<file path="src/rtl/acq_search_ctrl.sv">
// acq_search_ctrl: serial code-phase search sequencer for one GPS acquisition
// channel. Coherently integrates 1-bit I/Q correlator samples over one code
// period. It squares I and Q on one shared multiplier and sums the energy
// over NONCOH periods. After each phase it slips the local code by one
// sample, and it reports the strongest phase.
//
// Optional feature, selected with the macro ACQ_EARLY_STOP_EN: the search
// ends at the first phase whose energy exceeds the latched threshold.
module acq_search_ctrl #(
  parameter int CODE_LEN = 1023,
  parameter int NONCOH   = 4,
  parameter int ACC_W    = 12,
  parameter int E_W      = 28,
  parameter int PH_W     = 10
) (
  input  logic            clk,
  input  logic            rst,
  input  logic            start,
  input  logic [E_W-1:0]  threshold,
  input  logic            sample_valid,
  input  logic            corr_i,
  input  logic            corr_q,
  output logic            in_ready,
  output logic            code_slip,
  output logic            busy,
  output logic            done,
  output logic [PH_W-1:0] best_phase,
  output logic [E_W-1:0]  best_energy,
  output logic            detected
);

  localparam int SC_W  = $clog2(CODE_LEN + 1);
  localparam int PC_W  = $clog2(NONCOH + 1);
  localparam int SQ_W  = 2 * ACC_W;
  localparam int SUM_W = ((E_W > SQ_W) ? E_W : SQ_W) + 1;
  localparam logic [E_W-1:0] E_MAX = '1;

  typedef enum logic [2:0] {
    IDLE, INTEG, SQ_I, SQ_Q, EVAL, SLIP, FIN
  } state_t;

  state_t state, state_next;

  logic signed [ACC_W-1:0] i_acc, q_acc, i_lat, q_lat;
  logic signed [ACC_W-1:0] i_sum, q_sum, mul_op;
  logic signed [SQ_W-1:0]  mul_ext, sq;
  logic [SC_W-1:0]         sample_cnt;
  logic [PC_W-1:0]         period_cnt;
  logic [PH_W-1:0]         phase;
  logic [E_W-1:0]          energy, energy_add, thr_lat;
  logic [SUM_W-1:0]        sum_ext;
  logic                    take, last_sample, last_period, last_phase, better;
`ifdef ACQ_EARLY_STOP_EN
  logic                    early_hit;
`endif

  // Sample arithmetic, the shared squarer and the saturating energy adder
  always_comb begin
    take        = (state == INTEG) && sample_valid;
    last_sample = take && (sample_cnt == SC_W'(CODE_LEN - 1));
    last_period = (period_cnt == PC_W'(NONCOH - 1));
    last_phase  = (phase == PH_W'(CODE_LEN - 1));
    i_sum       = corr_i ? i_acc + ACC_W'(1) : i_acc - ACC_W'(1);
    q_sum       = corr_q ? q_acc + ACC_W'(1) : q_acc - ACC_W'(1);
    mul_op      = (state == SQ_Q) ? q_lat : i_lat;
    mul_ext     = SQ_W'(mul_op);
    sq          = mul_ext * mul_ext;
    sum_ext     = SUM_W'(energy) + SUM_W'($unsigned(sq));
    energy_add  = (sum_ext > SUM_W'(E_MAX)) ? E_MAX : sum_ext[E_W-1:0];
    better      = energy > best_energy;
`ifdef ACQ_EARLY_STOP_EN
    early_hit   = energy > thr_lat;
`endif
  end

  // State register
  always_ff @(posedge clk) begin
    if (rst) state <= IDLE;
    else     state <= state_next;
  end

  // Next-state decode and the per-state control outputs
  always_comb begin
    state_next = state;
    in_ready   = 1'b0;
    code_slip  = 1'b0;
    done       = 1'b0;
    busy       = (state != IDLE);
    case (state)
      IDLE:  if (start) state_next = INTEG;
      INTEG: begin
        in_ready = 1'b1;
        if (last_sample) state_next = SQ_I;
      end
      SQ_I:  state_next = SQ_Q;
      SQ_Q:  state_next = last_period ? EVAL : INTEG;
      EVAL: begin
        state_next = last_phase ? FIN : SLIP;
`ifdef ACQ_EARLY_STOP_EN
        if (early_hit) state_next = FIN;
`endif
      end
      SLIP: begin
        code_slip  = 1'b1;
        state_next = INTEG;
      end
      FIN: begin
        done       = 1'b1;
        state_next = IDLE;
      end
      default: state_next = IDLE;
    endcase
  end

  // Datapath: accumulators, counters, energy and best-phase tracking
  always_ff @(posedge clk) begin
    if (rst) begin
      i_acc       <= '0;
      q_acc       <= '0;
      i_lat       <= '0;
      q_lat       <= '0;
      sample_cnt  <= '0;
      period_cnt  <= '0;
      phase       <= '0;
      energy      <= '0;
      thr_lat     <= '0;
      best_energy <= '0;
      best_phase  <= '0;
      detected    <= 1'b0;
    end else begin
      case (state)
        IDLE: begin
          if (start) begin
            thr_lat     <= threshold;
            phase       <= '0;
            best_energy <= '0;
            best_phase  <= '0;
            energy      <= '0;
            detected    <= 1'b0;
            i_acc       <= '0;
            q_acc       <= '0;
            sample_cnt  <= '0;
            period_cnt  <= '0;
          end
        end
        INTEG: begin
          if (last_sample) begin
            i_lat      <= i_sum;
            q_lat      <= q_sum;
            i_acc      <= '0;
            q_acc      <= '0;
            sample_cnt <= '0;
          end else if (take) begin
            i_acc      <= i_sum;
            q_acc      <= q_sum;
            sample_cnt <= sample_cnt + SC_W'(1);
          end
        end
        SQ_I: energy <= energy_add;
        SQ_Q: begin
          energy     <= energy_add;
          period_cnt <= last_period ? '0 : period_cnt + PC_W'(1);
        end
        EVAL: begin
          if (better) begin
            best_energy <= energy;
            best_phase  <= phase;
          end
          energy <= '0;
        end
        SLIP: phase <= phase + PH_W'(1);
        FIN:  detected <= (best_energy > thr_lat);
        default: ;
      endcase
    end
  end

endmodule

</file>
<file path="config.mk">
export PLATFORM = sky130hd
export DESIGN_NAME = acq_search_ctrl
export DESIGN_NICKNAME = d
export VERILOG_FILES = /design/src/rtl/acq_search_ctrl.sv
export SDC_FILE = /design/constraint.sdc
export NUM_CORES = 1
export LEC_CHECK = 0
export ABC_AREA = 1
export BUFFER_PORTS_ARGS = -buffer_cell sky130_fd_sc_hd__buf_4
export CAP_MARGIN = 5
export CORE_MARGIN = 8
export CORE_UTILIZATION = 38
export DETAILED_ROUTE_END_ITERATION = 16
export MAX_ROUTING_LAYER = met4
export PLACE_DENSITY = 0.5
export SETUP_SLACK_MARGIN = 0.1
export SYNTH_ARGS = -nofsm -noshare
export SYNTH_HDL_FRONTEND = slang
export SYNTH_SLANG_ARGS = --single-unit
</file>
<file path="constraint.sdc">
create_clock -name clk -period 10.85 [get_ports clk]
set_clock_uncertainty 0.1 [all_clocks]
set_input_delay 1.6275 -clock clk [delete_from_list [all_inputs] [get_ports clk]]
set_output_delay 1.6275 -clock clk [all_outputs]
set_load 0.005 [all_outputs]
</file>
Word-level counts from Yosys, hierarchy flattened
Index checks and enable logic that the tools add are counted.
- logic and storage cells: 93
- bits of input ports: 34
- flip-flop bits (word level): 169
- output and inout bits: 43
- $mul: 1
- reductions and logical operators: 20
- eq/ne operators: 13
- $add $sub $neg: 8
- $lt $le $gt $ge: 3
- mux-type cells: 35
- operators by type and width (operator ; number):
    2-to-1 mux 12 bit ; 8
    2-to-1 mux 28 bit ; 3
    case mux 28 bit (3 select lines) ; 1
    case mux 10 bit (2 select lines) ; 3
    > comparator 28 bit ; 2
    case mux 28 bit (2 select lines) ; 1
    case mux 12 bit (2 select lines) ; 2
    2-to-1 mux 10 bit ; 4
    adder 28 x 24 -> 29 bit ; 1
    > comparator 29 x 28 -> 1 bit (second input constant) ; 1
    adder 12 x 2 -> 12 bit (second input constant) ; 2
    multiplier 12 x 12 -> 24 bit ; 1
    subtractor 12 x 2 -> 12 bit (second input constant) ; 2
    adder 10 x 1 -> 10 bit (second input constant) ; 2
    equality test 10 bit (second input constant) ; 2
    case mux 3 bit (6 select lines) ; 1
    2-to-1 mux 3 bit ; 5
    AND reduction 2 bit ; 7
    nonzero test 2 bit ; 5
    equality test 3 x 2 -> 1 bit (second input constant) ; 3
    equality test 3 bit (second input constant) ; 3
    != test 2 bit (second input constant) ; 3
    case mux 3 bit (2 select lines) ; 1
    AND reduction 3 bit ; 2
    other kinds (10) ; 15

Longest topological paths before layout
- word-level depth: 7
- depth in mapped cells: 43
- gate-level depth less buffers: 42

Worst setup path after synthesis
OpenSTA, ideal clock, no wires.
- kind: flip-flop to flip-flop
- start point: reg state[1]
- end point: reg energy[21]
- cell stages (with the launch flop): 38
- arrival time: 6.888 ns
- data required time: 10.680 ns
- slack: 3.791 ns
- buffers on the path: 3
- period minus slack after synthesis: 7.059 ns
- library setup time: 0.070 ns
- cell sequence: dfxtp_1 -> nand2_2 -> nor2_4 -> inv_4 -> buf_6 -> o21ai_4 -> inv_2 -> buf_6 -> nor2_1 -> fa_1 -> fa_1 -> inv_1 -> fa_1 -> inv_1 -> fa_1 -> inv_1 -> fa_1 -> inv_1 -> [... 2 more ...] -> nor3_1 -> nand4_1 -> nor2_1 -> nor2_1 -> nand2_1 -> nand2_1 -> ha_1 -> nand2_1 -> nor2_1 -> nand2_1 -> nor2_1 -> nand2_1 -> nand3_1 -> nand2_2 -> buf_6 -> nand3_1 -> nand2_1 -> a21oi_1
- cells in the longest elaborated chain, start to end: 7
- elaborated cells between the ends (all ways): 14
- those cells by class: 1 x add/sub; 1 x mul; 1 x order compare; 4 x eq/ne; 3 x mux; 4 x reduce/logical
- RTL lines (item ; line ; source):
    from (decl) ; 42 ; state_t state, state_next;
    from (signal assigned) ; 79 ; else state <= state_next;
    equality test 3 x 2 -> 1 bit ; 65, 131 ;
    2-to-1 mux 12 bit ; 65 ; mul_op = (state == SQ_Q) ? q_lat : i_lat;
    multiplier 12 x 12 -> 24 bit ; 67 ; sq = mul_ext * mul_ext;
    adder 28 x 24 -> 29 bit ; 68 ; sum_ext = SUM_W'(energy) + SUM_W'($unsigned(sq));
    > comparator 29 x 28 -> 1 bit ; 69 ; energy_add = (sum_ext > SUM_W'(E_MAX)) ? E_MAX : sum_ext[E_W-1:0];
    2-to-1 mux 28 bit ; 69 ;
    case mux 28 bit (3 select lines) ; 131 ; case (state)
    to (signal assigned) ; 159 ; SQ_I: energy <= energy_add;
    to (signal assigned) ; 161 ; energy <= energy_add;
    to (decl) ; 50 ; logic [E_W-1:0] energy, energy_add, thr_lat;
Parallel ways exist; a longest one is shown, timed or not.
A chain may end at the register's enable or synchronous reset.

Worst setup path in the final report
- start point: reg state[2]
- end point: reg energy[25]
The elaborated chain is that of the path after synthesis.

==> impl_results.md <==
* Status: completed
* Clock-pin transition on the worst setup and hold timing paths at 0.07 ns
* Crit end category: register
* Vias in the first global route at 13940
* Fillers at around 4600
* Mapped cell area at 16490 sq um
* Proportion of synthesized area in mux cells at 0%
* Clock latency on the worst-skew pair at 0.44 ns
* CTS Hold Buffers Added at 0
* Critical path buffer and inverter count at 10
* Synthesis-stage register bit count at 169
* Post-CTS Resized at 0
* Routed WL at 45190 microns
* Final setup margin at 2.360 ns
* Reported max-cap violation count at 0
* Final setup viols at 0
* Yosys warnings at 0
* Syn Area/Cell at roughly 6.9 sq um
* Via-to-Cell Ratio at between 4 and 5
* Simple-gate share of the synthesized area at 23.13%
* Layout area overhead at 10.20%
* Power Dens Cells at 99.05 nW/um^2
* Initial DRT Pass Iterations at 7
* Met2 WL at approximately 21000 microns
* Rel. slew slack at 37.36%
* Final period util at 78.25%
* Row count at 76
* Residual DRC at 0
* RePlAce Congestion at between 0.8 and 0.9
* Place WS at 2.300 ns
* Max incr delay on CP at between 0.6 and 0.7 ns
* Post-synth cell types at 46
* Peak Freq at 117.8 MHz
* Register Area at 3383 sq um
* Syn Nets at between 2000 and 3000
* Post-Synth XOR/XNOR Area at ~3.2%
* VDD IR max at between 0.08 and 0.09 mV
* Layout cells sized above 1 at a little under 7%
* DR vias at approximately 14000
* DR iter-0 viols at approximately 800
* Routed len/inst at about 15 microns
* Largest net degree at the start of global routing at 87
* RSZ-0062 raised after global routing: no
* Core Region at 42980 sq um
* Max clock buf depth at 2
* Initial antenna violation count at 0
* Commonest non-fill, non-tap cell in the layout: nand2_1
* Worst hold margin at between 0.3 and 0.4 ns
* CP Max Fanout at 27
* Post-Route M1 WL at 22050 microns
* Mapped Cells at 2388
* Asr flop ratio synth at 0%
* Number of buffers created by CTS at 17
* H-tree levels at 4
* Critical path arrival at 8.75 ns
* First-pass GRT wire length at approximately 74000 microns
* Clk sink count at 169
* Post-synthesis sequential area ratio at between 20 and 25%
* CTS tree: yes
* Die H at 224.3 microns
* All-layer global routing usage at between 10% and 20%
* Setup TNS at 0 ns
* Top delay family on crit path: adder cells
* Largest family of logic cells by synthesized area: adder cells
* Post-synthesis compound-gate area fraction at between 10 and 15%
* Postcts setup bufs at 0
* Crit start category: register
* Boundary Pins at between 70 and 80
* Main synth FF type: dfxtp_1
* Final Max Slew Viols at 0
* Area occupied by multi-input gates at 10910 sq um
* Starting Density at about two fifths
* Diodes inserted at 0
* EDFF count, synth at 0
* Total die area at 50330 sq um
* Post-DP HPWL at around 37000 microns
* Tightest Hold Check Type: reg -> reg
* Critical path class: reg -> reg
* Leak at 9.077 nW
* Root Buffer: clkbuf_16
* Gr ovfl total at 0
* Req. time, crit path at about 11 ns
* Most frequent cells in the layout: nand2_1 (489), inv_1 (481), nor2_1 (243)
* Pin slew with the least headroom to its limit at between 0.9 and 1 ns
* Final Hold Viols at 0
* Routed wl met3 at 1012 microns
* IO buf count at 76
* Final nets at 2746
* Final min period at roughly 8.5 ns
* Die Wd at around 220 microns
* Max Used Layer: met4
* Remaining antenna violation count at 0
* Synth Area in Adders at 27.32%
* CP max stage cell: fa_1
==> per-layer routing <==
metal | vias to the layer above | global-route usage [%]
li1 | 7514 | -
met1 | 6643 | 24.90
met2 | 175 | 30.41
met3 | 35 | 2.280
met4 | 0 | 3.946
met5 | - | -
==> cell type report <==
class | instances | share of cell area (%)
clock buffer | 17 | 2.340
multi-input combinational | 1652 | 60.04
inverter | 504 | 10.44
timing repair buffer | 81 | 3.345
sequential | 169 | 18.61
tap | 585 | 4.027
clock inverter | 15 | 1.198
==> power by group <==
group / internal [mW] / switching (mW)
registers: 0.666 / 0.0328
logic: 0.159 / 0.270
clock network: 0.391 / 0.281
==> cell usage after synthesis (2+ instances only) <==
cell type	number	share of area (%)
a211oi_1	9	0.41
a21o_1	2	0.091
a21oi_1	227	6.9
a221oi_1	3	0.16
a31oi_1	7	0.27
and2_1	2	0.076
and3_1	2	0.076
buf_1	3	0.068
buf_2	15	0.46
buf_4	3	0.14
buf_6	5	0.34
clkbuf_1	36	0.82
dfxtp_1	169	21
fa_1	122	15
ha_1	165	13
inv_1	482	11
inv_2	21	0.48
nand2_1	490	11
nand2_2	3	0.11
nand3_1	122	3.7
nand4_1	22	0.83
nor2_1	243	5.5
nor2_2	8	0.30
nor2_4	3	0.20
nor3_1	22	0.67
nor3b_1	2	0.091
o21a_1	3	0.14
o21ai_0	99	3.0
o21ai_2	8	0.42
o21ai_4	4	0.39
o21bai_1	7	0.32
o22ai_1	4	0.15
o31ai_1	3	0.14
or2_2	2	0.076
xnor2_1	25	1.3
xor2_1	35	1.9
==> cells by family after synthesis <==
family | count (synthesis)
AOI/OAI and AO/OA | 379
xor gates and xnor gates | 60
adders and majority gates | 287
buffers and inverters | 567
DFF | 169
and+or+nand+nor | 926
==> worst paths after layout <==
check,startpoint,endpoint,slack (ns),cells after the start
worst max-delay path,state[2],energy[25],2.36,38
worst min-delay path,period_cnt[2],period_cnt[2],0.35,2
worst max register to register,state[2],energy[25],2.36,38
worst min register to register,period_cnt[2],period_cnt[2],0.35,2
==> state kept, by name, indices dropped and copies added (netlist names), 10 cells and up <==
name / flops
best_phase: 10
phase: 10
q_lat: 12
sample_cnt: 10
best_energy: 28
i_lat: 12
i_acc: 12
q_acc: 12
thr_lat: 28
energy: 28
==> per-stage QoR <==
| stage | util, % | cells | power [mW] | cell area (sq um) |
|---|---|---|---|---|
| final | 42.29 | 3023 | 1.800 | 18180 |
| after CTS | 42.29 | 3023 | 1.828 | 18180 |
| after floorplan | - | 2388 | 1.007 | 16490 |
| after detailed placement | 40.80 | 2991 | 1.147 | 17530 |
| after global routing | 42.29 | 3023 | 1.924 | 18180 |
| after global placement | 40.80 | 2991 | 1.143 | 17530 |
==> worst register-to-register path: cells and delay by family (launching register included) <==
kind / cells / cell delay (ns)
adder cells (fa/ha/maj): 7 / 3.42
AND/OR/NAND/NOR: 19 / 2.92
flip-flops: 1 / 0.40
AO/OA/AOI/OAI: 2 / 0.33
buffers and inverters: 10 / 1.24
No activity file was read; power rests on OpenSTA's default activity.
